===== src/rtl/pong_engine.sv =====
// Pong game core: paddles, ball physics, scoring, serve delay and game over.
// All game state advances on frame_tick while en is high.
module pong_engine #(
  parameter int H_RES        = 640,
  parameter int V_RES        = 480,
  parameter int BALL_SIZE    = 8,
  parameter int PAD_W        = 8,
  parameter int PAD_H_SMALL  = 32,
  parameter int PAD_H_LARGE  = 64,
  parameter int PAD_X1       = 16,
  parameter int PAD_X2       = 616,
  parameter int PAD_SPEED    = 4,
  parameter int BALL_SPEED   = 2,
  parameter int SERVE_FRAMES = 60,
  parameter int WIN_SCORE    = 15
) (
  input  logic        clk,
  input  logic        rst,
  input  logic        en,
  input  logic        frame_tick,
  input  logic        bat_size,
  input  logic        p1_up,
  input  logic        p1_dn,
  input  logic        p2_up,
  input  logic        p2_dn,
  input  logic        restart,
  output logic [10:0] p1_y,
  output logic [10:0] p2_y,
  output logic [10:0] bx,
  output logic [10:0] by,
  output logic [4:0]  score1,
  output logic [4:0]  score2,
  output logic        game_over,
  output logic        winner
);

  localparam int CW = (SERVE_FRAMES > 1) ? $clog2(SERVE_FRAMES) : 1;

  localparam logic [10:0] PAD_Y0 = 11'((V_RES - PAD_H_LARGE) / 2);
  localparam logic [10:0] BX0    = 11'((H_RES - BALL_SIZE) / 2);
  localparam logic [10:0] BY0    = 11'((V_RES - BALL_SIZE) / 2);
  localparam logic [10:0] BY_MAX = 11'(V_RES - BALL_SIZE);
  localparam logic [10:0] BX_L   = 11'(PAD_X1 + PAD_W);
  localparam logic [10:0] BX_R   = 11'(PAD_X2 - BALL_SIZE);
  localparam logic [4:0]  WIN5   = 5'(WIN_SCORE);
  localparam logic [CW-1:0] SERVE_LAST = CW'(SERVE_FRAMES - 1);

  // Signed 13-bit working constants so that negative intermediates never wrap.
  localparam logic signed [12:0] S_ZERO  = 13'sd0;
  localparam logic signed [12:0] S_PSPD  = 13'(PAD_SPEED);
  localparam logic signed [12:0] S_BSPD  = 13'(BALL_SPEED);
  localparam logic signed [12:0] S_BSZ   = 13'(BALL_SIZE);
  localparam logic signed [12:0] S_YMAX  = 13'(V_RES - BALL_SIZE);
  localparam logic signed [12:0] S_XL    = 13'(PAD_X1 + PAD_W);
  localparam logic signed [12:0] S_XR    = 13'(PAD_X2);
  localparam logic signed [12:0] S_HRES  = 13'(H_RES);

  typedef enum logic [1:0] {
    S_SERVE,
    S_PLAY,
    S_POINT,
    S_OVER
  } state_e;

  typedef struct packed {
    state_e      state;
    logic [CW-1:0] serve_cnt;
    logic [10:0] p1_y;
    logic [10:0] p2_y;
    logic [10:0] bx;
    logic [10:0] by;
    logic        dx;       // 1 = moving right
    logic        dy;       // 1 = moving down
    logic [4:0]  score1;
    logic [4:0]  score2;
    logic        game_over;
    logic        winner;
    logic        scorer;   // 0 = player 1 took the last point
  } game_t;

  localparam game_t GAME_RST = '{
    state:     S_SERVE,
    serve_cnt: '0,
    p1_y:      PAD_Y0,
    p2_y:      PAD_Y0,
    bx:        BX0,
    by:        BY0,
    dx:        1'b1,
    dy:        1'b1,
    score1:    5'd0,
    score2:    5'd0,
    game_over: 1'b0,
    winner:    1'b0,
    scorer:    1'b0
  };

  game_t game_q, game_d;

  logic                tick;
  logic signed [12:0]  pad_lim;
  logic signed [12:0]  pad_h_s;
  logic signed [12:0]  bx_s, by_s, p1_s, p2_s;
  logic signed [12:0]  nx, ny;
  logic                ov1, ov2;
  logic [4:0]          score_inc;

  assign tick    = frame_tick & en;
  assign pad_h_s = bat_size ? 13'(PAD_H_LARGE) : 13'(PAD_H_SMALL);
  assign pad_lim = bat_size ? 13'(V_RES - PAD_H_LARGE) : 13'(V_RES - PAD_H_SMALL);

  assign bx_s = $signed({2'b00, game_q.bx});
  assign by_s = $signed({2'b00, game_q.by});
  assign p1_s = $signed({2'b00, game_q.p1_y});
  assign p2_s = $signed({2'b00, game_q.p2_y});

  assign nx = game_q.dx ? (bx_s + S_BSPD) : (bx_s - S_BSPD);
  assign ny = game_q.dy ? (by_s + S_BSPD) : (by_s - S_BSPD);

  // Collision is judged against paddle and ball positions from before this tick.
  assign ov1 = (by_s + S_BSZ > p1_s) && (by_s < p1_s + pad_h_s);
  assign ov2 = (by_s + S_BSZ > p2_s) && (by_s < p2_s + pad_h_s);

  assign score_inc = (game_q.scorer ? game_q.score2 : game_q.score1) + 5'd1;

  function automatic logic [10:0] pad_step(input logic [10:0] y, input logic up,
                                           input logic dn, input logic signed [12:0] lim);
    logic signed [12:0] t;
    t = $signed({2'b00, y});
    if (up && !dn)      t = t - S_PSPD;
    else if (dn && !up) t = t + S_PSPD;
    if (t < S_ZERO)     t = S_ZERO;
    else if (t > lim)   t = lim;
    return t[10:0];
  endfunction

  always_comb begin
    // NOTE: the whole next-state record defaults to the current one first, so
    // every path assigns every field and no latch can be inferred.
    game_d = game_q;
    unique case (game_q.state)
      S_SERVE: begin
        if (tick) begin
          game_d.p1_y = pad_step(game_q.p1_y, p1_up, p1_dn, pad_lim);
          game_d.p2_y = pad_step(game_q.p2_y, p2_up, p2_dn, pad_lim);
          if (game_q.serve_cnt == SERVE_LAST) begin
            game_d.serve_cnt = '0;
            game_d.state     = S_PLAY;
          end else begin
            game_d.serve_cnt = game_q.serve_cnt + CW'(1);
          end
        end
      end

      S_PLAY: begin
        if (tick) begin
          game_d.p1_y = pad_step(game_q.p1_y, p1_up, p1_dn, pad_lim);
          game_d.p2_y = pad_step(game_q.p2_y, p2_up, p2_dn, pad_lim);

          if (ny < S_ZERO) begin
            game_d.by = '0;
            game_d.dy = 1'b1;
          end else if (ny > S_YMAX) begin
            game_d.by = BY_MAX;
            game_d.dy = 1'b0;
          end else begin
            game_d.by = ny[10:0];
          end

          // On a miss bx keeps its last legal value until the ball is recentred.
          if (!game_q.dx) begin
            if (nx <= S_XL && bx_s >= S_XL && ov1) begin
              game_d.bx = BX_L;
              game_d.dx = 1'b1;
            end else if (nx < S_ZERO) begin
              game_d.scorer = 1'b1;
              game_d.state  = S_POINT;
            end else begin
              game_d.bx = nx[10:0];
            end
          end else begin
            if (nx + S_BSZ >= S_XR && bx_s + S_BSZ <= S_XR && ov2) begin
              game_d.bx = BX_R;
              game_d.dx = 1'b0;
            end else if (nx + S_BSZ > S_HRES) begin
              game_d.scorer = 1'b0;
              game_d.state  = S_POINT;
            end else begin
              game_d.bx = nx[10:0];
            end
          end
        end
      end

      S_POINT: begin
        if (tick) begin
          if (game_q.scorer) game_d.score2 = score_inc;
          else               game_d.score1 = score_inc;
          if (score_inc == WIN5) begin
            game_d.game_over = 1'b1;
            game_d.winner    = game_q.scorer;
            game_d.state     = S_OVER;
          end else begin
            game_d.bx    = BX0;
            game_d.by    = BY0;
            game_d.dx    = ~game_q.scorer;
            game_d.state = S_SERVE;
          end
        end
      end

      S_OVER: begin
        // restart acts on any clock, independent of frame_tick and en.
        if (restart) begin
          game_d.score1    = 5'd0;
          game_d.score2    = 5'd0;
          game_d.game_over = 1'b0;
          game_d.bx        = BX0;
          game_d.by        = BY0;
          game_d.dx        = 1'b1;
          game_d.dy        = 1'b1;
          game_d.serve_cnt = '0;
          game_d.state     = S_SERVE;
        end
      end

      default: game_d = GAME_RST;
    endcase
  end

  // NOTE: state registers use non-blocking assignment so every flop samples
  // pre-edge values regardless of process ordering.
  always_ff @(posedge clk or posedge rst) begin
    if (rst) game_q <= GAME_RST;
    else     game_q <= game_d;
  end

  assign p1_y      = game_q.p1_y;
  assign p2_y      = game_q.p2_y;
  assign bx        = game_q.bx;
  assign by        = game_q.by;
  assign score1    = game_q.score1;
  assign score2    = game_q.score2;
  assign game_over = game_q.game_over;
  assign winner    = game_q.winner;

endmodule


===== config.mk =====
export PLATFORM = sky130hd
export DESIGN_NAME = pong_engine
export DESIGN_NICKNAME = d
export VERILOG_FILES = /design/src/rtl/pong_engine.sv
export SDC_FILE = /design/constraint.sdc
export NUM_CORES = 1
export LEC_CHECK = 0
export CORE_UTILIZATION = 53
export CTS_CLUSTER_DIAMETER = 100
export DETAILED_ROUTE_END_ITERATION = 7
export GPL_TIMING_DRIVEN = 0
export PLACE_DENSITY = 0.81
export SLEW_MARGIN = 15
export SYNTH_ARGS = -nofsm -noshare
export SYNTH_HDL_FRONTEND = slang
export SYNTH_SLANG_ARGS = --single-unit

===== constraint.sdc =====
create_clock -name clk -period 3.5 [get_ports clk]
set_input_delay 0.875 -clock clk [delete_from_list [all_inputs] [get_ports clk]]
set_output_delay 0.875 -clock clk [all_outputs]
set_load 0.005 [all_outputs]

== Word-level counts from Yosys, hierarchy flattened ==
Index checks and enable logic that the tools add are counted.

* Equality and inequality tests: 24
* Reductions and logical operators: 32
* Add/subtract/negate cells: 15
* Bitwise logic cells: 2
* $lt $le $gt $ge: 20
* Multiplexer cells: 66

{| class="wikitable"
|+ Operators by type and width
! kind !! number
|-
| two-way mux 11 bit || 15
|-
| two-way mux 13 bit || 10
|-
| < comparator 13 x 1 -> 1 bit, second input constant || 6
|-
| one-hot mux 23 bit (3 select lines) || 1
|-
| greater-than comparator 13 x 10 -> 1 bit || 4
|-
| two-way mux 23 bit || 2
|-
| two-way mux 46 bit || 1
|-
| one-hot mux 22 bit (2 select lines) || 1
|-
| two-way mux 12 bit || 3
|-
| two-way mux 35 bit || 1
|-
| two-way mux 30 bit || 1
|-
| adder 11 x 2 -> 12 bit, second input constant || 2
|-
| adder 11 x 3 -> 12 bit, second input constant || 2
|-
| adder 11 x 4 -> 12 bit, second input constant || 2
|-
| adder 11 x 7 -> 12 bit || 2
|-
| < comparator 11 x 12 -> 1 bit || 2
|-
| subtractor 11 x 2 -> 12 bit, second input constant || 2
|-
| subtractor 11 x 3 -> 12 bit, second input constant || 2
|-
| != test 2 bit, second input constant || 11
|-
| one-hot mux 11 bit (2 select lines) || 1
|-
| two-way mux 2 bit || 10
|-
| AND reduction 4 bit || 4
|-
| two-way mux 5 bit || 3
|-
| != test 3 bit, second input constant || 5
|-
| other kinds (36) || 66
|}

* Bits of input ports: 10
* Register bits after elaboration: 67
* Word-level logic and storage cells: 172
* Output and inout bits: 56

== Depth between registers and ports, before layout ==
Gate-level depths: netlist of run 1.

* Depth after elaboration: 11
* Mapped depth: 17
* Depth with buffers taken out: 16

== Least setup slack after synthesis of run 1 ==
OpenSTA, ideal clock, no wires.

* Path kind: input port to flip-flop
* From: input port bat_size
* To: register game_q, in the netlist bx[7]
* Library setup time: 0.124 ns
* Slack: -0.371 ns
* Arrival time: 3.747 ns
* Path buffers: 1
* Stages on the path: 14
* Required time: 3.376 ns
* Path through: inv_1 ha_1 fa_1 inv_1 ha_1 a21o_1 a21oi_1 o21ai_0 a2111oi_0 a2bb2oi_1 nand2_2 a31o_1 buf_6 a211o_1

* Cells in the longest elaborated chain, start to end: 9
* Elaborated cells between the ends (all ways): 17
* Classes of those cells: add/sub: 2; order compare: 2; eq/ne: 2; mux: 6; reduce/logical: 5

{| class="wikitable"
|+ RTL lines
! what !! line !! text
|-
| start, declared || 21 || <nowiki>input logic bat_size,</nowiki>
|-
| two-way mux 7 bit (*) || 108 || <nowiki>assign pad_h_s = bat_size ? 13'(PAD_H_LARGE) : 13'(PAD_H_SMALL);</nowiki>
|-
| adder 11 x 7 -> 12 bit, on equally long branches || 120, 121 ||
|-
| < comparator 11 x 12 -> 1 bit, on equally long branches || 120, 121 ||
|-
| logical AND 1 bit, on equally long branches || 120, 121 ||
|-
| logical AND 1 bit, on equally long branches || 171, 181 ||
|-
| two-way mux 11 bit, on equally long branches || 171, 181 ||
|-
| two-way mux 11 bit || 170 || <nowiki>if (!game_q.dx) begin</nowiki>
|-
| two-way mux 46 bit || 155 || <nowiki>if (tick) begin</nowiki>
|-
| one-hot mux 23 bit (3 select lines) || 140 || <nowiki>unique case (game_q.state)</nowiki>
|-
| end signal, assigned || 234 || <nowiki>else game_q <= game_d;</nowiki>
|-
| end, declared || 97 || <nowiki>game_t game_q, game_d;</nowiki>
|}

Mark *: on every way between the ends. The rest lies on a longest branch, timed or not. The select of a mux whose other input is x is not followed.
A chain may end at the register's enable or synchronous reset.

== Worst setup path in the final report of run 1 ==
* From: input port bat_size
* To: register game_q, in the netlist bx[9]

The elaborated chain is that of the path after synthesis.

==> results of run 1 <==
metal layers:
layer  vias up  track usage [%]  part of all wire, %
met5         -                0                    0
met4         0             13.0                  2.9
met3        58             5.66                  7.5
met2       335             44.8                   47
met1      3099             38.1                   43
li1       3057                -                    -
cells by family after synthesis:
kind of cell | Yosys count | share of synthesized area (%)
flops | 61 | 24.2
other cells | 1 | 0.0585
fa+ha+maj | 61 | 12.1
buf+inv | 137 | 11.5
xor+xnor | 42 | 5.74
simple gates | 262 | 21.0
compound gates | 223 | 23.5
mux | 12 | 1.93
report_power, final:
| part | internal, mW | switching [mW] |
|---|---|---|
| Combinational | 1.86 | 1.97 |
| Clock | 0.572 | 0.364 |
| Sequential | 0.941 | 0.272 |
repair_timing:
action                                  CTS  global route
pin swaps                                21            23
hold endpoints to repair                  0             0
endpoints found under the setup margin   22            28
buffers inserted                         26             5
resized for setup                        43            50
cloned                                    0             0
synth_stat cells (all sizes together) (4+ instances only):
master	n	area, um^2
buf	63	460
nand2	63	239
ha	59	738
nor2	58	218
o21ai	57	289
a21oi	46	230
inv	46	173
dfrtp	43	1080
nand3	33	165
xnor2	32	280
clkbuf	26	97.6
dfstp	18	473
nor3	15	75.1
nand2b	13	81.3
nor2b	13	81.3
a31oi	11	68.8
and3	11	68.8
or3	11	70.1
xor2	10	87.6
mux2i	9	90.1
o31ai	9	67.6
and2	8	50.1
nand4	8	50.1
nor4	8	80.1
o22ai	8	50.1
o32ai	8	77.6
a211oi	7	52.6
o211ai	7	52.6
a2111oi	6	58.8
a211o	5	43.8
a21o	5	37.5
a41oi	5	43.8
or2	5	31.3
a22oi	4	30.0
and4	4	35.0
o2111ai	4	35.0
o21a	4	30.0
or4	4	33.8
stage by stage:
| step | setup slack, ps | setup TNS (ps) | area [um^2] |
|---|---|---|---|
| floorplan | -168 | -944 | 6500 |
| global placement | -1530 | -28850 | 7270 |
| detailed placement | -1590 | -26070 | 7290 |
| CTS | -105 | -340 | 7940 |
| global route | -232 | -1880 | 8240 |
| finish | -149 | -710 | 8240 |
critical path, cell delays in order:
cell and delay [ps]:
sky130_fd_sc_hd__buf_12 120, sky130_fd_sc_hd__buf_12 130, sky130_fd_sc_hd__fa_2 420, sky130_fd_sc_hd__xnor2_2 150
sky130_fd_sc_hd__ha_1 290, sky130_fd_sc_hd__a21o_1 210, sky130_fd_sc_hd__a2111oi_4 310, sky130_fd_sc_hd__nor2_2 70
sky130_fd_sc_hd__nor2_2 190, sky130_fd_sc_hd__a311oi_1 120, sky130_fd_sc_hd__nand3b_1 240, sky130_fd_sc_hd__a31o_1 260
sky130_fd_sc_hd__buf_6 150, sky130_fd_sc_hd__buf_6 120, sky130_fd_sc_hd__o21ai_2 130, sky130_fd_sc_hd__o41ai_2 70
state kept, by name (all words and copies together), names as in the netlist:
name       count
bx            10
game_q        11
p2_y           9
winner         1
p1_y           9
game_over      1
score2         5
score1         5
by            10
cell usage in the layout, fill, tap and decap left out, types with 10 or more instances in the layout:
master and count:
sky130_fd_sc_hd__buf_4 82, sky130_fd_sc_hd__nand2_1 61, sky130_fd_sc_hd__clkdlybuf4s50_1 58, sky130_fd_sc_hd__ha_1 54, sky130_fd_sc_hd__nor2_1 53, sky130_fd_sc_hd__o21ai_0 48, sky130_fd_sc_hd__inv_1 44, sky130_fd_sc_hd__a21oi_1 43
sky130_fd_sc_hd__dfrtp_1 42, sky130_fd_sc_hd__nand3_1 31, sky130_fd_sc_hd__xnor2_1 29, sky130_fd_sc_hd__clkbuf_1 20, sky130_fd_sc_hd__dfstp_2 18, sky130_fd_sc_hd__nor3_1 15, sky130_fd_sc_hd__nand2b_1 12, sky130_fd_sc_hd__and3_1 11
sky130_fd_sc_hd__nor2b_1 10, sky130_fd_sc_hd__a31oi_1 10, sky130_fd_sc_hd__or3_1 10
layout make-up:
class / instances / area (um^2)
inverter: 48 / 195
clock inverter: 5 / 58.8
multi-input combinational: 606 / 4560
tap: 143 / 179
clock buffer: 11 / 243
sequential: 61 / 1550
fill: 902 / 3370
timing repair buffer: 91 / 877
buffer: 88 / 578
worst paths after layout:
kind                           from      end  slack, ps  cells after the start
max in group asynchronous       rst    by[2]       2080                      3
max                        bat_size    bx[9]       -150                     16
max reg2reg                   by[5]    bx[7]        -70                     15
min                          winner   winner        500                      2
min reg2reg                  winner   winner        500                      2
min in group asynchronous       rst  p1_y[8]        830                      2
==> summary.md, run 1 <==
| Metric | Value |
|---|---|
| Largest net degree at the start of global routing | `43` |
| Die ar. | `0.0125 mm^2` |
| Antenna Violating Nets Remaining | `0` |
| CP startpoint kind | `input pin` |
| Power density normalized to cell area | `725 mW/mm^2` |
| TritonCTS clock tree | `built` |
| Number of H-tree branching levels | `3` |
| Transition time at the pin with the least slew margin | `716 ps` |
| Worst vdd rail ir drop | `0.391 mV` |
| Pre-antenna DRT Iters | `7` |
| Number of buffers inserted during clock tree synthesis | `9` |
| Crit share post-route | `104%` |
| Congestion Overflow GR | `0` |
| Type of the worst min-delay path | `reg -> reg` |
| Max cap viols | `0` |
| Run status | `complete, but fails checks` |
| Distinct cell type count of the synthesized netlist | `80` |
| Per-cell routed wire length | `17.7 um` |
| Unrepaired setup endpoints after global routing | `true` |
| Effective utilization at floorplan | `55.2%` |
| Post-detailed-route DRC marker count | `6` |
| Maximum fanout along the worst path | `8` |
| Final Routed Wirelength | `between 15,000 and 20,000 um` |
| Hold Worst Slack | `502 ps` |
| Count of synthesis-stage warnings from yosys | `0` |
| Post-Synthesis Cells | `799` |
| Dominant register cell in the synthesized netlist | `sky130_fd_sc_hd__dfrtp_1` |
| Mean instance size in the synthesized netlist | `around 8 um^2` |
| Fin nets | `about 980` |
| Final setup skew | `9.22 ps` |
| Routability congestion estimate from global placement | `between 0.9 and 1` |
| Clk sink count | `61` |
| Final worst setup slack | `-149 ps` |
| Antenna diode count | `0` |
| Post-synthesis cell area | `between 0.006 and 0.007 mm^2` |
| Worst endpoint required time | `between 3000 and 4000 ps` |
| Seq/Total Area, Yosys | `24.2%` |
| Final-report max-slew violation count | `0` |
| Die W | `112 um` |
| FMAX | `274 MHz` |
| Initial antenna violation count | `0` |
| Startpoint-to-endpoint class of the critical path | `in -> reg` |
| Global-route usage over all layers | `~29%` |
| Area of the core | `around 0.012 mm^2` |
| Number of hold violations in the final report | `0` |
| Iteration-0 DRC Markers | `531` |
| Number of core rows | `39` |
| Fraction of layout instances using a drive strength above 1 | `22.6%` |
| Latest clock arrival within the worst-skew pair | `roughly 350 ps` |
| Violations in the final reports | `design-rule violations, negative setup slack` |
| HPWL after detailed placement | `between 10,000 and 15,000 um` |
| Post-synth EDFFs | `0` |
| Leakage component of the power | `3.48 nW` |
| Layout Utilization | `71.0%` |
| Proportion of register bits with asynchronous set or reset after synthesis | `100%` |
| Number of vias per cell | `6.22` |
| Post-Place Cells | `1,007` |
| Vertical die dimension | `about 110 um` |
| Clock root buffer | `sky130_fd_sc_hd__clkbuf_16` |
| Final setup violation count | `9` |
| Worst-case clock buffer depth | `2` |
| Port-buffer cells | `59` |
| Arr. time, crit path | `3870 ps` |
| Final critical delay including setup and external delays | `3650 ps` |
| First-pass GRT wire length | `28,700 um` |
| Vias in the first global route | `5,963` |
| Clock-pin slew on the worst setup and hold paths | `about 60 ps` |
| Synthesis-stage register bit count | `between 60 and 70` |
| I/O pin cnt | `66` |
| Critical Path End Type | `register` |
| Power Total | `approximately 6 mW` |
| CTS hold repair buffers | `0` |
| Max-slew headroom at the worst pin | `51.9%` |
| Syn-to-layout area delta | `28.6%` |
| Total number of vias | `6,549` |
| Post-route insts no fill | `1,053` |
(Power assumes the default switching activity.)
==> run 2, diff against run 1 <==
--- a/config.mk
+++ b/config.mk
@@ -5,11 +5,11 @@
 export SDC_FILE = /design/constraint.sdc
 export NUM_CORES = 1
 export LEC_CHECK = 0
-export CORE_UTILIZATION = 53
+export CORE_UTILIZATION = 40
 export CTS_CLUSTER_DIAMETER = 100
 export DETAILED_ROUTE_END_ITERATION = 7
 export GPL_TIMING_DRIVEN = 0
-export PLACE_DENSITY = 0.81
+export PLACE_DENSITY = 0.65
 export SLEW_MARGIN = 15
 export SYNTH_ARGS = -nofsm -noshare
 export SYNTH_HDL_FRONTEND = slang
==> run 2 against run 1 <==
Compared with the run above: fmax up 0.99%; critical path type unchanged; non-clock buffer count down 2; global-route usage down 7.0 points; the run ends with negative setup slack left; count of clock-buffer cells in the layout down 1; die area up 32%.
==> summary.md, run 2 (synthesis gave the netlist of run 1 again) <==
| Metric | Value |
|---|---|
| Run status | `complete, but fails checks` |
| Violations in the final reports | `negative setup slack` |
| Number of buffers inserted during clock tree synthesis | `9 (unchanged)` |
| Arr. time, crit path | `3820 ps (-50 ps)` |
| Routability congestion estimate from global placement | `0.894 (-5.1%)` |
| Fin nets | `974 (-0.20%)` |
| Congestion Overflow GR | `0 (unchanged)` |
| Pre-antenna DRT Iters | `5 (-2)` |
| First-pass GRT wire length | `28,200 um (-2.0%)` |
| Unrepaired setup endpoints after global routing | `true` |
| Per-cell routed wire length | `15.7 um (-11%)` |
| Port-buffer cells | `59 (unchanged)` |
| Vertical die dimension | `129 um (+15%)` |
| Max-slew headroom at the worst pin | `52.0% (+0.12 points)` |
| Power Total | `5.87 mW (-1.7%)` |
| Number of core rows | `45 (+15%)` |
| Initial antenna violation count | `0 (unchanged)` |
| Worst-case clock buffer depth | `2 (unchanged)` |
| Top reg by flops | `game_q` |
| Number of hold violations in the final report | `0 (unchanged)` |
| Post-Route Setup TNS | `-601 ps (+108 ps)` |
| Antenna Violating Nets Remaining | `0 (unchanged)` |
| Number of H-tree branching levels | `3 (unchanged)` |
| Clk sink count | `61 (unchanged)` |
| Area of combinational cells with multiple inputs | `0.00457 mm^2 (+0.11%)` |
| FMAX | `277 MHz (+0.99%)` |
| Final critical delay including setup and external delays | `3610 ps (-35.9 ps)` |
| Syn-to-layout area delta | `30.1%` |
| Latest clock arrival within the worst-skew pair | `350 ps (about the same)` |
| Power density normalized to cell area | `704 mW/mm^2 (-2.9%)` |
| Crit share post-route | `103% (-1.0 points)` |
| Final Routed Wirelength | `17,600 um (-5.3%)` |
| Die ar. | `0.0165 mm^2 (+32%)` |
| Die W | `129 um (+15%)` |
| Area of the core | `0.0154 mm^2 (+33%)` |
| Post-detailed-route DRC marker count | `0 (-6)` |
| Leakage component of the power | `3.48 nW (about the same)` |
| Final setup skew | `8.28 ps (-0.942 ps)` |
| Effective utilization at floorplan | `41.6% (-14 points)` |
| Fraction of layout instances using a drive strength above 1 | `22.5% (-0.17 points)` |
| CTS hold repair buffers | `0 (unchanged)` |
| Clock-pin slew on the worst setup and hold paths | `60 ps (about the same)` |
| Final-report max-slew violation count | `0 (unchanged)` |
| Vias in the first global route | `5,621 (-5.7%)` |
| Largest net degree at the start of global routing | `39 (-9.3%)` |
| Worst vdd rail ir drop | `0.430 mV (+9.8%)` |
| Maximum fanout along the worst path | `7 (-1)` |
| Clock root buffer | `sky130_fd_sc_hd__clkbuf_16` |
| Final setup violation count | `9 (unchanged)` |
| Commonest non-fill, non-tap cell in the layout | `sky130_fd_sc_hd__buf_4` |
| Max cap viols | `0 (unchanged)` |
| Transition time at the pin with the least slew margin | `714 ps (-1.80 ps)` |
| CP startpoint kind | `input pin` |
| Fill cell count | `1,495 (+66%)` |
| Highest-count cells in the layout ignoring fill and taps | `79 x sky130_fd_sc_hd__buf_4, 62 x sky130_fd_sc_hd__nand2_1, 58 x sky130_fd_sc_hd__clkdlybuf4s50_1` |
| Area used by sequential logic in the layout | `0.00155 mm^2 (unchanged)` |
| Max reg flops | `11 (unchanged)` |
| TritonCTS clock tree | `built` |
| I/O pin cnt | `66 (unchanged)` |
| Final worst setup slack | `-113 ps (+35.9 ps)` |
| Type of the worst min-delay path | `reg -> reg` |
| Startpoint-to-endpoint class of the critical path | `in -> reg` |
| Worst endpoint required time | `3710 ps (about the same)` |
| Critical Path End Type | `register` |
| Iteration-0 DRC Markers | `383 (-28%)` |
| Antenna diode count | `0 (unchanged)` |
| HPWL after detailed placement | `12,800 um (+4.6%)` |
| Global-route usage over all layers | `21.5% (-7.0 points)` |
| Number of vias per cell | `5.50 (-11%)` |
| Total number of vias | `6,160 (-5.9%)` |
-- run 2: power by group --
part           switching, mW  internal, mW  leakage, nW
clock network          0.349         0.622        0.145
logic                   1.84          1.83         2.59
registers              0.293         0.942        0.745
-- run 2: cell type report --
| cell class | instances | area share [%] |
|---|---|---|
| repair buffers | 89 | 10.3 |
| multi-input cells | 606 | 54.7 |
| flip-flops and latches | 61 | 18.6 |
| inverters | 48 | 2.38 |
| clock buffers | 10 | 2.74 |
| well taps | 211 | 3.16 |
| clock inverters | 6 | 1.05 |
| plain buffers | 88 | 7.02 |
-- run 2: metrics by stage --
stage / hold slack, ps / std cells / setup slack, ps / area [um^2] / util (%)
5_1_grt: 531 / 1119 / -223 / 8340 / 54.1
2_1_floorplan: 466 / 804 / -168 / 6500 / -
3_5_place_dp: 487 / 1075 / -1710 / 7370 / 47.8
4_1_cts: 501 / 1109 / -197 / 7990 / 51.8
6_report: 493 / 1119 / -113 / 8340 / 54.1
3_3_place_gp: 488 / 1074 / -1720 / 7350 / 47.6
-- run 2: timing repair --
action                                  in CTS  in global routing
buffers inserted                            18                 11
pin swaps                                   19                 25
resized for setup                           47                 51
endpoints found under the setup margin      22                 24
-- run 2: final timing paths --
path / slack, ps / endpoint / cells after the start / startpoint
setup / recovery: -110 / bx[9] / 17 / bat_size
setup reg to reg: -90 / bx[1] / 15 / by[3]
max in group asynchronous: 2060 / bx[3] / 3 / rst
hold reg to reg: 490 / winner / 2 / winner
min in group asynchronous: 860 / p1_y[5] / 2 / rst
hold / removal: 490 / winner / 2 / winner
-- run 2: worst max-delay path, stage by stage --
cell,delay (ps)
sky130_fd_sc_hd__buf_12,120
sky130_fd_sc_hd__buf_8,130
sky130_fd_sc_hd__ha_1,300
sky130_fd_sc_hd__a21oi_2,160
sky130_fd_sc_hd__nor2_2,70
sky130_fd_sc_hd__xnor2_1,130
sky130_fd_sc_hd__ha_1,340
sky130_fd_sc_hd__a2111oi_4,350
sky130_fd_sc_hd__nor2_1,80
sky130_fd_sc_hd__nor2_2,170
sky130_fd_sc_hd__a311oi_2,130
sky130_fd_sc_hd__nand3b_1,240
sky130_fd_sc_hd__a31o_1,270
sky130_fd_sc_hd__buf_6,150
sky130_fd_sc_hd__buf_6,120
sky130_fd_sc_hd__o21ai_2,110
sky130_fd_sc_hd__o41ai_2,80
-- run 2: per-layer routing --
metal	GRT usage, %	vias to the layer above	wire, um
li1	-	3071	-
met1	27.2	2930	8070
met2	37.6	142	8690
met3	3.95	17	640
met4	5.67	0	225
met5	0	-	0
==> patch (settings of run 1) <==
Reset style: synchronous (`rst`), changed in one clocked block.
--- a/src/rtl/pong_engine.sv
+++ b/src/rtl/pong_engine.sv
@@ -231,3 +231,3 @@
   // pre-edge values regardless of process ordering.
-  always_ff @(posedge clk or posedge rst) begin
+  always_ff @(posedge clk) begin
     if (rst) game_q <= GAME_RST;
Behaviour: differs if rst is asserted again (counterexample within 4 cycles, from zero or initial values and one cycle with rst high); with rst held inactive, the same outputs for 4 cycles.
==> patch against run 1 <==
Non-clock buffer count shrank 22. Synthesized area is 3.9% lower. Wire length fell by 8.5%. Setup slack better by 0.14 ns. Utilization shrank 5.2 points. Clock skew increased by 0.0034 ns. Cell count is 0.19% lower. Sequential cell count is the same. Critical endpoint is now bx[3]. Critical path type unchanged. Cell area decreased by 9.3%. Highest routed layer unchanged. The run ends with setup timing left.
Power is not compared: it rests on default switching activity, and its combinational part moved more than twofold at a synthesized area within 25%.
==> patch: results (changes against run 1) <==
* Status: finished, violations left
* Vias in the first global route at 5,555 (-6.8%)
* CTS root buffer: clkbuf_16
* Syn. warnings at 0 (unchanged)
* Top Usage Layer GRT: met2
* Synth cell count leaders: nand2_1, nor2_1, dfxtp_1, ha_1, a21oi_1
* Clock Path Buffers at 2 (unchanged)
* Synth cell types at 80 (unchanged)
* Max transition margin at 51.4% (-0.43 points)
* Worst-skew pair later-pin latency at 0.34 ns
* Hold Crit Class: flop to flop
* Setup ws final at -0.0121 ns (+0.137 ns)
* # fillers at 983 (+9.0%)
* Failing checks: setup timing
* Post-synthesis sequential area ratio at 19.8% (-4.3 points)
* Mapped Cells at 822 (+2.9%)
* Clock transition at path regs at 0.06 ns (about the same)
* Final std cells w/o fill at 1,051 (-0.19%)
* M3 GR Usage at 3.38% (-2.3 points)
* Worst path slowest cell: fa_2
* Largest Register: game_q
* Wire length per cell at 16.2 um (-8.3%)
* # diodes at 0 (unchanged)
* Port Buf Inserts at 58 (-1.7%)
* Leakage power at 0.00308 uW
* Worst Path Max Fanout at 10 (+2)
* Top_reg_cell synth: dfxtp_1
* Synth area leaders: dfxtp_1, ha_1, buf_4
* Gpl congestion at 0.924 (-1.9%)
* CP delay by family, top: compound AO/OA/AOI/OAI gates
* Clock skew at 0.0126 ns (+0.00339 ns)
* Drt via density at 6.00 (-3.6%)
* Setup TNS Final at -0.0121 ns (+0.698 ns)
* Clock buffer count from CTS at 9 (unchanged)
* Drt pass-1 iters at 5 (-2)
* Cell Count Post-Placement at 1,028 (+2.1%)
* Largest net degree at the start of global routing at 13 (-70%)
* First-pass GRT wire length at 27,000 um (-6.2%)
* CP peak stage delay at 0.41 ns
* CP arrival at 3.77 ns (-0.10 ns)
* Share of layout cells above drive strength 1 at 15.4% (-7.2 points)
* Max reg flops at 11 (unchanged)
* Final number of setup-violating endpoints at 1 (-8)
* M2 GR Usage at 45.7% (+0.95 points)
* Initial drt markers at 656 (+24%)
* Nets at 974 (-0.20%)
* Number of H-tree levels at 3 (unchanged)
* GRT Total Usage at 28.7% (+0.12 points)
* Initial antenna violation count at 0 (unchanged)
* Worst vdd ir at 219 uV
* Post-synth ARST share at 0% (-100 points)
* Grt met1 use at 39.4% (+1.3 points)
* DPL Wire Length at 12,200 um (about the same)
## patch: changes by cell type after synthesis, sizes merged, moves of 13 or more
cell / delta
dfxtp: +61
dfstp: -18
dfrtp: -43
nand4: +13
## patch: worst reg2reg max path: stages (launching register included)
cell and delay, ns:
dfxtp_2 0.39, clkbuf_4 0.21, nand3_1 0.19, xnor2_1 0.22, ha_1 0.30, nand4_1 0.14, a21oi_2 0.17, nor3_1 0.08
a2111oi_2 0.37, o211ai_1 0.16, buf_4 0.19, or3_4 0.35, and3_4 0.19, o22ai_2 0.13, nor3_1 0.07, o21ai_1 0.20
## patch: layout make-up
cell class | instances | area [um2] | share of cell area, %
Multi-Input combinational cell | 629 | 4340 | 58.0
Inverter | 45 | 174 | 2.33
Sequential cell | 61 | 1230 | 16.5
Clock buffer | 9 | 225 | 3.01
Buffer | 92 | 583 | 7.80
Timing Repair Buffer | 65 | 646 | 8.64
Clock inverter | 7 | 97.6 | 1.31
Tap cell | 143 | 179 | 2.39
## patch: metal layers
| layer | wire (um) | vias up |
|---|---|---|
| li1 | - | 3081 |
| met1 | 7640 | 2916 |
| met2 | 7640 | 265 |
| met3 | 1320 | 40 |
| met4 | 437 | 0 |
| met5 | 0 | - |
## patch: through the flow
step	cell area (um2)	setup WS (ns)	util, %
detailed placement	6940	-1.32	61.0
floorplan	6180	0.0549	-
CTS	7320	0.00198	64.4
global route	7470	-0.0890	65.7
finish	7470	-0.0121	65.7
global placement	6940	-1.29	61.0
## patch: cell families (layout without fill, tap and decap cells)
| logic type | count (synthesis) | count (layout) | share of synthesized area, % |
|---|---|---|---|
| and+or+nand+nor | 299 | 299 | 24.4 |
| AOI/OAI and AO/OA | 200 | 200 | 21.7 |
| buffers and inverters | 137 | 218 | 11.9 |
| adders and majority gates | 61 | 61 | 12.6 |
| DFF | 61 | 61 | 19.8 |
| xor gates and xnor gates | 47 | 47 | 6.80 |
| muxes | 16 | 16 | 2.66 |
| other | 1 | 6 | 0.0609 |
## patch: final timing paths
| check | cells past startpoint | slack [ns] | end | startpoint |
|---|---|---|---|---|
| worst max register to register | 15 | 0.07 | bx[3] | by[5] |
| worst min-delay path | 1 | 0.49 | game_q[64] | game_q[64] |
| worst max-delay path | 15 | -0.01 | bx[3] | bat_size |
| worst min register to register | 1 | 0.49 | game_q[64] | game_q[64] |
## patch: power by group
part	internal (uW)	switching, uW
Sequential	702	12.2
Combinational	117	151
Clock	627	360
Total	1450	523
## patch: repair_timing
item,4_1_cts,5_1_grt
pin swaps,3,7
gates resized for setup,22,43
setup endpoints to repair,14,16
endpoints found under the hold margin,0,0
buffers inserted,3,4
